==> config.mk <==
export PLATFORM = sky130hd
export DESIGN_NAME = fht_loader
export DESIGN_NICKNAME = d
export VERILOG_FILES = /design/src/rtl/fht_loader_pkg.sv /design/src/rtl/fht_bitrev.sv /design/src/rtl/fht_loader.sv
export SDC_FILE = /design/constraint.sdc
export NUM_CORES = 1
export LEC_CHECK = 0
export ABC_AREA = 1
export BUFFER_PORTS_ARGS = -buffer_cell sky130_fd_sc_hd__buf_4
export CORE_MARGIN = 4
export CORE_UTILIZATION = 40
export CTS_CLUSTER_SIZE = 20
export DETAILED_ROUTE_END_ITERATION = 8
export GPL_TIMING_DRIVEN = 0
export PLACE_DENSITY = 0.76
export RECOVER_POWER = 100
export SETUP_SLACK_MARGIN = 0.4
export SLEW_MARGIN = 25
export SYNTH_ARGS = -nofsm -noshare
export SYNTH_HDL_FRONTEND = slang
export SYNTH_SLANG_ARGS = --single-unit
==> constraint.sdc <==
create_clock -name iCLK -period 1.13 [get_ports iCLK]
set_clock_uncertainty 0.05 [all_clocks]
set_input_delay 0.226 -clock iCLK [delete_from_list [all_inputs] [get_ports iCLK]]
set_output_delay 0.226 -clock iCLK [all_outputs]
set_load 0.1 [all_outputs]
==> src/rtl/fht_loader_pkg.sv <==
// Shared parameters and state encoding for the FHT input loader and its companions.
package fht_loader_pkg;

   localparam int D_BIT     = 16;
   localparam int A_BIT     = 8;
   localparam int BANK_SIZE = 1 << A_BIT;
   localparam int N         = 4 * BANK_SIZE;
   localparam int IDX_BIT   = A_BIT + 2;

   typedef enum logic [1:0] {
      LOAD  = 2'd0,
      START = 2'd1,
      WAIT  = 2'd2
   } state_t;

endpackage

==> src/rtl/fht_bitrev.sv <==
// Combinational bit reversal of an index; shared by the loader and the output unloader.
module fht_bitrev #(
   parameter int WIDTH = 10
) (
   input  logic [WIDTH-1:0] din,
   output logic [WIDTH-1:0] dout
);

   generate
      for (genvar gi = 0; gi < WIDTH; gi++) begin : g_rev
         assign dout[gi] = din[WIDTH-1-gi];
      end
   endgenerate

endmodule

==> src/rtl/fht_loader.sv <==
// Serial sample loader: writes each accepted sample to its bit-reversed bank/address,
// strobes the core once per frame and blocks input until the core reports completion.
module fht_loader #(
   parameter int D_BIT = fht_loader_pkg::D_BIT,
   parameter int A_BIT = fht_loader_pkg::A_BIT
) (
   input  logic             iCLK,
   input  logic             iRESET,
   input  logic             iVALID,
   input  logic [D_BIT-1:0] iDATA,
   output logic             oREADY,
   input  logic             iFHT_RDY,
   output logic [3:0]       oWE,
   output logic [D_BIT-1:0] oDATA_0,
   output logic [D_BIT-1:0] oDATA_1,
   output logic [D_BIT-1:0] oDATA_2,
   output logic [D_BIT-1:0] oDATA_3,
   output logic [A_BIT-1:0] oADDR_WR_0,
   output logic [A_BIT-1:0] oADDR_WR_1,
   output logic [A_BIT-1:0] oADDR_WR_2,
   output logic [A_BIT-1:0] oADDR_WR_3,
   output logic             oSTART,
   output logic             oBUSY,
   output logic [A_BIT+1:0] oCNT
);

   import fht_loader_pkg::*;

   localparam int IW   = A_BIT + 2;
   localparam int NPTS = 4 << A_BIT;

   state_t           state_reg, state_next;
   logic             ready_reg;
   logic [IW-1:0]    cnt_reg;
   logic [3:0]       we_reg;
   logic [D_BIT-1:0] data_reg;
   logic [A_BIT-1:0] addr_reg;
   logic [IW-1:0]    rev_idx;
   logic             transfer;
   logic             last_xfer;

   fht_bitrev #(.WIDTH(IW)) u_bitrev (
      .din  (cnt_reg),
      .dout (rev_idx)
   );

   // ready_reg is only ever set while in LOAD, so it alone qualifies a transfer
   assign transfer  = iVALID && ready_reg;
   assign last_xfer = transfer && (cnt_reg == IW'(NPTS - 1));

   always_comb begin
      state_next = state_reg;
      case (state_reg)
         LOAD:    if (last_xfer) state_next = START;
         START:   state_next = WAIT;
         WAIT:    if (iFHT_RDY) state_next = LOAD;
         default: state_next = LOAD;
      endcase
   end

   always_ff @(posedge iCLK or negedge iRESET) begin
      if (!iRESET) begin
         state_reg <= LOAD;
         ready_reg <= 1'b0;
         cnt_reg   <= '0;
         we_reg    <= '0;
         data_reg  <= '0;
         addr_reg  <= '0;
      end else begin
         state_reg <= state_next;
         // Registered so it stays low through reset and rises on the first edge after it
         ready_reg <= (state_next == LOAD);
         if (transfer) begin
            cnt_reg  <= cnt_reg + 1'b1;
            we_reg   <= 4'b0001 << rev_idx[1:0];
            data_reg <= iDATA;
            addr_reg <= rev_idx[IW-1:2];
         end else begin
            we_reg <= '0;
         end
         if (state_reg == WAIT && iFHT_RDY) cnt_reg <= '0;
      end
   end

   assign oREADY     = ready_reg;
   assign oWE        = we_reg;
   assign oDATA_0    = data_reg;
   assign oDATA_1    = data_reg;
   assign oDATA_2    = data_reg;
   assign oDATA_3    = data_reg;
   assign oADDR_WR_0 = addr_reg;
   assign oADDR_WR_1 = addr_reg;
   assign oADDR_WR_2 = addr_reg;
   assign oADDR_WR_3 = addr_reg;
   assign oSTART     = (state_reg == START);
   assign oBUSY      = (state_reg == START) || (state_reg == WAIT);
   assign oCNT       = cnt_reg;

endmodule

==> impl_metrics.env, run 1 <==
export IMPL_error_line="[ERROR DPL-0038] Utilization greater than 100%, impossible to legalize"
export IMPL_syn_inst=274
export IMPL_placed_cell_area_mm2=0.00455
export IMPL_ys_ff_latch=41
export IMPL_num_io_pins=133
export IMPL_cts_path_max_buffers=2
export IMPL_haltStage="4_1_cts"
export IMPL_synth_enable_flop_cells=0
export IMPL_synth_avg_cell_area_um2=8.37
export IMPL_die_w_um=83.7
export IMPL_yosys_area_top_type="dfrtp_1"
export IMPL_status="did not finish"
export IMPL_pre_cts_slack_ns=-0.230
export IMPL_post_dp_hpwl_mm=5.59
export IMPL_yosys_warnings=0
export IMPL_yosys_cell_types_count=19
export IMPL_syn_cell_area_mm2=0.00229
export IMPL_cts_sinks=41
export IMPL_dieHeight_um=83.7
export IMPL_start_util_pct=41.4
export IMPL_synth_top_area_share_pct=44.7
export IMPL_synth_most_common_cell="nand2_1"
export IMPL_postCtsSetupBuffers=14
export IMPL_synth_commonest_cells="nand2_1 (84), buf_4 (72), dfrtp_1 (41)"
export IMPL_cts_max_level=2
export IMPL_portBuffers=132
export IMPL_synth_area_leaders="dfrtp_1 (45%), buf_4 (24%), nand2_1 (14%)"
export IMPL_cts_buffers=5
export IMPL_globalplace_congestion=0.804
export IMPL_std_cell_rows=27
export IMPL_synth_fp_nets=299
export IMPL_cts_resized_gates=385
export IMPL_synth_seq_area_share_pct=44.7
export IMPL_synth_async_reset_ratio_pct=100
export IMPL_root_buffer="clkbuf_8"
export IMPL_synthFlopType="dfrtp_1"
kinds of logic after synthesis:
group / Yosys count / share of synthesized area [%]
AO/OA/AOI/OAI: 20 / 4.53
adder cells (fa/ha/maj): 5 / 2.73
buffers and inverters: 96 / 28.1
flip-flops: 41 / 44.7
AND/OR/NAND/NOR: 112 / 19.9
per-stage QoR:
| stage | TNS [ns] | hold slack, ns | cells |
|---|---|---|---|
| after floorplan | -8.24 | -0.120 | 274 |
| after global placement | -2.93 | 0.189 | 478 |
| after detailed placement | -4.07 | 0.191 | 478 |
==> inputs of run 2 (changes only) <==
--- a/config.mk
+++ b/config.mk
@@ -8,13 +8,11 @@
 export ABC_AREA = 1
 export BUFFER_PORTS_ARGS = -buffer_cell sky130_fd_sc_hd__buf_4
 export CORE_MARGIN = 4
-export CORE_UTILIZATION = 40
-export CTS_CLUSTER_SIZE = 20
+export CORE_UTILIZATION = 35
 export DETAILED_ROUTE_END_ITERATION = 8
 export GPL_TIMING_DRIVEN = 0
-export PLACE_DENSITY = 0.76
+export PLACE_DENSITY_LB_ADDON = 0.15
 export RECOVER_POWER = 100
-export SETUP_SLACK_MARGIN = 0.4
 export SLEW_MARGIN = 25
 export SYNTH_ARGS = -nofsm -noshare
 export SYNTH_HDL_FRONTEND = slang
==> constraint.sdc (replaced) <==
create_clock -name iCLK -period 1.5 [get_ports iCLK]
set_clock_uncertainty 0.05 [all_clocks]
set_input_delay 0.3 -clock iCLK [delete_from_list [all_inputs] [get_ports iCLK]]
set_output_delay 0.3 -clock iCLK [all_outputs]
set_load 0.1 [all_outputs]
==> impl_metrics.env, run 2 <==
export IMPL_status="complete, but fails checks"
export IMPL_violations="setup timing"
export IMPL_rsz0062_at_grt="true"
export IMPL_synth_xor_area_share_pct=0
export IMPL_cts_max_level=2
export IMPL_drt_first_pass_iters=4
export IMPL_stdcell_area_mm2=0.00362
export IMPL_critPathRequiredTime_ns=1.15
export IMPL_syn_cell_area_mm2=0.00229
export IMPL_num_antenna_cells=0
export IMPL_critPathLaunchType="register"
export IMPL_ys_ff_latch=41
export IMPL_cts_buffers=5
export IMPL_clk_latency_ns=0.29
export IMPL_synth_area_leaders="dfrtp_1 (45%), buf_4 (24%), nand2_1 (14%)"
export IMPL_drive_above_1_share_pct=61.2
export IMPL_num_vias=2034
export IMPL_grt_pass1_wl_mm=9.36
export IMPL_placed_cell_area_mm2=0.00345
export IMPL_antenna_found_initial=0
export IMPL_fin_ws_ns=-0.0353
export IMPL_portBuffers=132
export IMPL_slew_headroom_pct=62.5
export IMPL_yosys_warnings=0
export IMPL_fin_nets=442
export IMPL_std_cell_rows=29
export IMPL_drv_slew=0
export IMPL_vias_per_cell=4.11
export IMPL_grt_usage_pct=15.1
export IMPL_globalplace_congestion=0.729
export IMPL_post_dp_hpwl_mm=4.60
export IMPL_dieArea_mm2=0.00791
export IMPL_arrival_ns=1.19
export IMPL_synthFlopType="dfrtp_1"
export IMPL_crit_type="reg -> out"
export IMPL_synth_top_family_by_area="buffers and inverters"
export IMPL_root_buffer="clkbuf_8"
export IMPL_critPathBufInv=2
export IMPL_drc_errors=0
export IMPL_synth_async_reset_ratio_pct=100
export IMPL_largest_reg_flops=16
export IMPL_fin_util_pct=57.0
export IMPL_synth_compound_area_share_pct=4.53
export IMPL_fp_coreArea_mm2=0.00635
export IMPL_antenna_left=0
export IMPL_die_w_um=89.0
export IMPL_cts_path_max_buffers=2
export IMPL_syn_inst=274
export IMPL_wire_per_inst_um=11.8
export IMPL_mostFrequentLayoutCells="buf_4 (116), clkbuf_4 (88), nand2_1 (85)"
export IMPL_max_cap_viol_count=0
export IMPL_slowest_stage="dfrtp_1"
export IMPL_worst_pin_slew_ns=0.562
export IMPL_yosys_area_top_type="dfrtp_1"
export IMPL_fmax_mhz=651
export IMPL_critPathCaptureType="output pin"
export IMPL_yosys_cell_types_count=19
export IMPL_synth_top_area_share_pct=44.7
export IMPL_min_path_type="in -> reg"
export IMPL_setup_violations=2
export IMPL_synth_seq_area_share_pct=44.7
export IMPL_cts_tree="done"
export IMPL_start_util_pct=36.1
export IMPL_synth_avg_cell_area_um2=8.37
export IMPL_min_period_ns=1.54
export IMPL_area_growth_syn_to_layout_pct=57.7
export IMPL_synth_most_common_cell="nand2_1"
export IMPL_grt_max_degree=42
export IMPL_synth_fp_nets=299
export IMPL_fin_crit_sh_pct=102
export IMPL_cts_sinks=41
export IMPL_cpLargestDelayFamily="flip-flops"
export IMPL_cpPeakStageDelay_ns=0.38
export IMPL_synth_simple_area_share_pct=19.9
export IMPL_routed_wl_mm=5.85
export IMPL_finalHoldViolCount=0
export IMPL_synth_fa_ha_area_share_pct=2.73
export IMPL_grt_pass1_vias=1919
export IMPL_path_clk_slew_ns=0.08
export IMPL_crit_chain="inv_2 -> ha_4 -> buf_12"
export IMPL_final_common_cell="buf_4"
export IMPL_crit_fanout=3
export IMPL_synth_commonest_cells="nand2_1 (84), buf_4 (72), dfrtp_1 (41)"
export IMPL_dieHeight_um=89.0
export IMPL_num_io_pins=133
export IMPL_synth_enable_flop_cells=0
export IMPL_drtIter0Drc=56
export IMPL_synth_mux_area_share_pct=0
export IMPL_gr_total_overflow=0
## run 2: cell counts after synthesis
Identical to the previous run, type by type.
## run 2: worst min-delay path, stage by stage
cell and delay [ns]:
buf_4 0.07, nand2_1 0.04, nand2_1 0.05
## run 2: timing repair
action / 4_1_cts / 5_1_grt
hold buffers: 1 / 0
resized for setup: 10 / 2
pin swaps: 0 / 0
endpoints found under the setup margin: 2 / 9
setup buffers: 3 / 0
hold endpoints to repair: 41 / 0
## run 2: final cells by class
| cell class | count | area, um^2 |
|---|---|---|
| plain buffers | 78 | 571 |
| clock buffers | 6 | 82.6 |
| clock inverters | 2 | 37.5 |
| fillers | 587 | 2730 |
| inverters | 18 | 67.6 |
| multi-input cells | 137 | 646 |
| flip-flops and latches | 41 | 1070 |
| well taps | 77 | 96.3 |
| repair buffers | 136 | 1050 |
## run 2: metrics by stage
| stage | setup TNS (ns) | hold slack (ns) | std cells | setup slack, ns |
|---|---|---|---|---|
| 6_report | -0.0504 | 0.151 | 495 | -0.0353 |
| 5_1_grt | -2.32 | 0.147 | 495 | -0.0888 |
| 4_1_cts | -0.0425 | 0.138 | 495 | -0.0262 |
| 3_5_place_dp | 0 | 0.269 | 483 | 0.0784 |
| 3_3_place_gp | 0 | 0.273 | 483 | 0.0661 |
| 2_1_floorplan | -0.0166 | -0.0456 | 274 | -0.0166 |
## run 2: cell families (layout without fill, tap and decap cells)
logic type / Yosys count / after routing
simple gates: 112 / 112
buf+inv: 96 / 240
flops: 41 / 41
compound gates: 20 / 20
fa+ha+maj: 5 / 5
## run 2: worst paths after layout
kind / startpoint / end / slack (ns) / depth (start not counted)
setup / recovery: state_reg[1]$_DFF_PN0_ / oBUSY / -0.04 / 3
hold / removal: iDATA[12] / oDATA_0[12]$_DFFE_PN0P_ / 0.15 / 3
setup reg to reg: state_reg[1]$_DFF_PN0_ / oCNT[8]$_DFFE_PN0P_ / 0.07 / 5
hold reg to reg: oCNT[9]$_DFFE_PN0P_ / oWE[2]$_DFF_PN0_ / 0.43 / 1
max in group asynchronous: iRESET / oREADY$_DFF_PN0_ / 0.45 / 2
min in group asynchronous: iRESET / oADDR_WR_0[0]$_DFFE_PN0P_ / 0.52 / 2
## run 2: per-layer routing
layer | track usage [%] | share of wire (%) | vias to the layer above
met3 | 4.06 | 9.2 | 5
met1 | 17.5 | 37 | 906
met2 | 27.5 | 53 | 71
li1 | - | - | 1052
met4 | 3.92 | 0.68 | 0
met5 | 0 | 0 | -
Power of run 2 is not shown: default switching activity piles up to over one toggle a cycle in this logic, so the estimate is an artifact.
==> inputs of run 3 (changes only) <==
--- a/config.mk
+++ b/config.mk
@@ -7,10 +7,10 @@
 export LEC_CHECK = 0
 export ABC_AREA = 1
 export BUFFER_PORTS_ARGS = -buffer_cell sky130_fd_sc_hd__buf_4
-export CORE_MARGIN = 4
 export CORE_UTILIZATION = 35
 export DETAILED_ROUTE_END_ITERATION = 8
 export GPL_TIMING_DRIVEN = 0
+export HOLD_SLACK_MARGIN = 0.12
 export PLACE_DENSITY_LB_ADDON = 0.15
 export RECOVER_POWER = 100
 export SLEW_MARGIN = 25
==> impl_metrics.env, run 3 (synthesis gave the netlist of run 2 again) <==
export IMPL_crit_fanout=3
export IMPL_r2r_setup_slack_ns=0.08
export IMPL_finalHoldViolCount=0
export IMPL_antenna_left=0
export IMPL_drv_slew=0
export IMPL_fmax_mhz=649
export IMPL_antenna_found_initial=0
export IMPL_portBuffers=132
export IMPL_grt_pass1_wl_mm=9.09
export IMPL_grt_pass1_vias=1790
export IMPL_min_period_ns=1.54
export IMPL_fp_coreArea_mm2=0.00635
export IMPL_dp_cells=483
export IMPL_largest_reg_flops=16
export IMPL_drive_above_1_share_pct=62.4
export IMPL_r2r_end="oCNT[2]$_DFFE_PN0P_"
export IMPL_fin_crit_sh_pct=103
export IMPL_min_delay_start="iDATA[12]"
export IMPL_num_io_pins=133
export IMPL_cpPeakStageDelay_ns=0.40
export IMPL_cts_max_level=2
export IMPL_violations="setup timing"
export IMPL_critPathRequiredTime_ns=1.15
export IMPL_drt_first_pass_iters=4
export IMPL_min_path_cells=3
export IMPL_min_path_type="in -> reg"
export IMPL_slowest_stage="dfrtp_1"
export IMPL_ff2ff_path_depth=5
export IMPL_mostFrequentLayoutCells="clkbuf_4 (106), buf_4 (97), nand2_1 (85)"
export IMPL_arrival_ns=1.19
export IMPL_crit_type="reg -> out"
export IMPL_cts_path_max_buffers=2
export IMPL_timing_rr_start="state_reg[1]$_DFF_PN0_"
export IMPL_setup_violations=2
export IMPL_status="complete, but fails checks"
export IMPL_fin_setup_tns_ns=-0.0673
export IMPL_worst_pin_slew_ns=0.572
export IMPL_final_common_cell="clkbuf_4"
export IMPL_grt_max_degree=42
export IMPL_stdcell_area_mm2=0.00360
export IMPL_hold_path_endpoint="oDATA_0[12]$_DFFE_PN0P_"
export IMPL_fin_cells=495
export IMPL_fill_cells=637
export IMPL_placed_cell_area_mm2=0.00345
export IMPL_start_util_pct=36.1
export IMPL_globalplace_congestion=0.787
export IMPL_routed_wl_mm=5.45
export IMPL_drc_errors=0
export IMPL_crit_chain="inv_2 -> ha_4 -> buf_12"
export IMPL_path_clk_slew_ns=0.08
export IMPL_cts_tree="done"
export IMPL_clk_latency_ns=0.29
export IMPL_num_antenna_cells=0
export IMPL_fin_ws_ns=-0.0404
export IMPL_post_dp_hpwl_mm=4.18
export IMPL_vias_per_cell=4.11
export IMPL_root_buffer="clkbuf_8"
export IMPL_critPathLaunchType="register"
export IMPL_die_w_um=83.0
export IMPL_grt_usage_pct=16.2
export IMPL_cts_buffers=5
export IMPL_dieArea_mm2=0.00688
export IMPL_gr_total_overflow=0
export IMPL_dieHeight_um=83.0
export IMPL_critPathCaptureType="output pin"
export IMPL_std_cell_rows=29
export IMPL_num_vias=2034
export IMPL_wire_per_inst_um=11.0
export IMPL_slew_headroom_pct=61.9
export IMPL_rsz0062_at_grt="true"
export IMPL_fin_nets=442
export IMPL_area_growth_syn_to_layout_pct=56.8
export IMPL_cts_sinks=41
export IMPL_drtIter0Drc=71
export IMPL_max_cap_viol_count=0
-- run 3: changes by cell type in the layout (fill, tap and decap cells not counted), moves of 2 or more --
cell,previous run,this run
buf_2,2,4
buf_4,116,97
clkbuf_2,5,3
clkbuf_4,88,106
dfrtp_1,13,7
dfrtp_2,24,30
-- run 3: per-stage QoR --
| step | worst slack, ns | util [%] | hold WS (ns) |
|---|---|---|---|
| 6_report | -0.0404 | 56.6 | 0.149 |
| 4_1_cts | -0.0416 | 57.2 | 0.145 |
| 2_1_floorplan | -0.0166 | - | -0.0456 |
| 3_3_place_gp | 0.0665 | 54.4 | 0.273 |
| 5_1_grt | -0.0746 | 56.6 | 0.147 |
| 3_5_place_dp | 0.0626 | 54.4 | 0.273 |
-- run 3: repair_timing --
| item | CTS | global route |
|---|---|---|
| setup endpoints to repair | 2 | 8 |
| hold buffers | 1 | 0 |
| hold endpoints to repair | 41 | 0 |
| buffers inserted | 3 | 0 |
| resized for setup | 10 | 1 |
| pin swaps | 1 | 0 |
-- run 3: per-layer routing --
| layer | GRT usage [%] | part of all wire (%) |
|---|---|---|
| met4 | 4.23 | 1.1 |
| met1 | 20.8 | 42 |
| met2 | 27.3 | 52 |
| met3 | 4.08 | 5.5 |
| met5 | 0 | 0 |
-- run 3: worst max path at each step --
stage	end	depth (start not counted)	from
6_report	oBUSY	3	state_reg[1]$_DFF_PN0_
3_5_place_dp	oBUSY	3	state_reg[0]$_DFF_PN0_
4_1_cts	oBUSY	3	state_reg[1]$_DFF_PN0_
5_1_grt	oBUSY	3	state_reg[1]$_DFF_PN0_
2_1_floorplan	oREADY$_DFF_PN0_	6	state_reg[1]$_DFF_PN0_
3_3_place_gp	oBUSY	3	state_reg[0]$_DFF_PN0_
-- run 3: critical path: cells and delay by family, from the launching register on --
kind | cells | cell delay, ns
flip-flops | 1 | 0.40
buffers and inverters | 2 | 0.27
adder cells (fa/ha/maj) | 1 | 0.22
-- run 3: area by class of cell --
cell class                      count  area, um^2  share of cell area [%]
Buffer                             78         572                    15.9
Clock buffer                        7        96.3                    2.68
Clock inverter                      1        5.00                   0.139
Inverter                           18        67.6                    1.88
Multi-Input combinational cell    137         639                    17.8
Sequential cell                    41        1080                    30.0
Tap cell                           77        96.3                    2.68
Timing Repair Buffer              136        1040                    28.9
Power of run 3 is left out for the same reason.
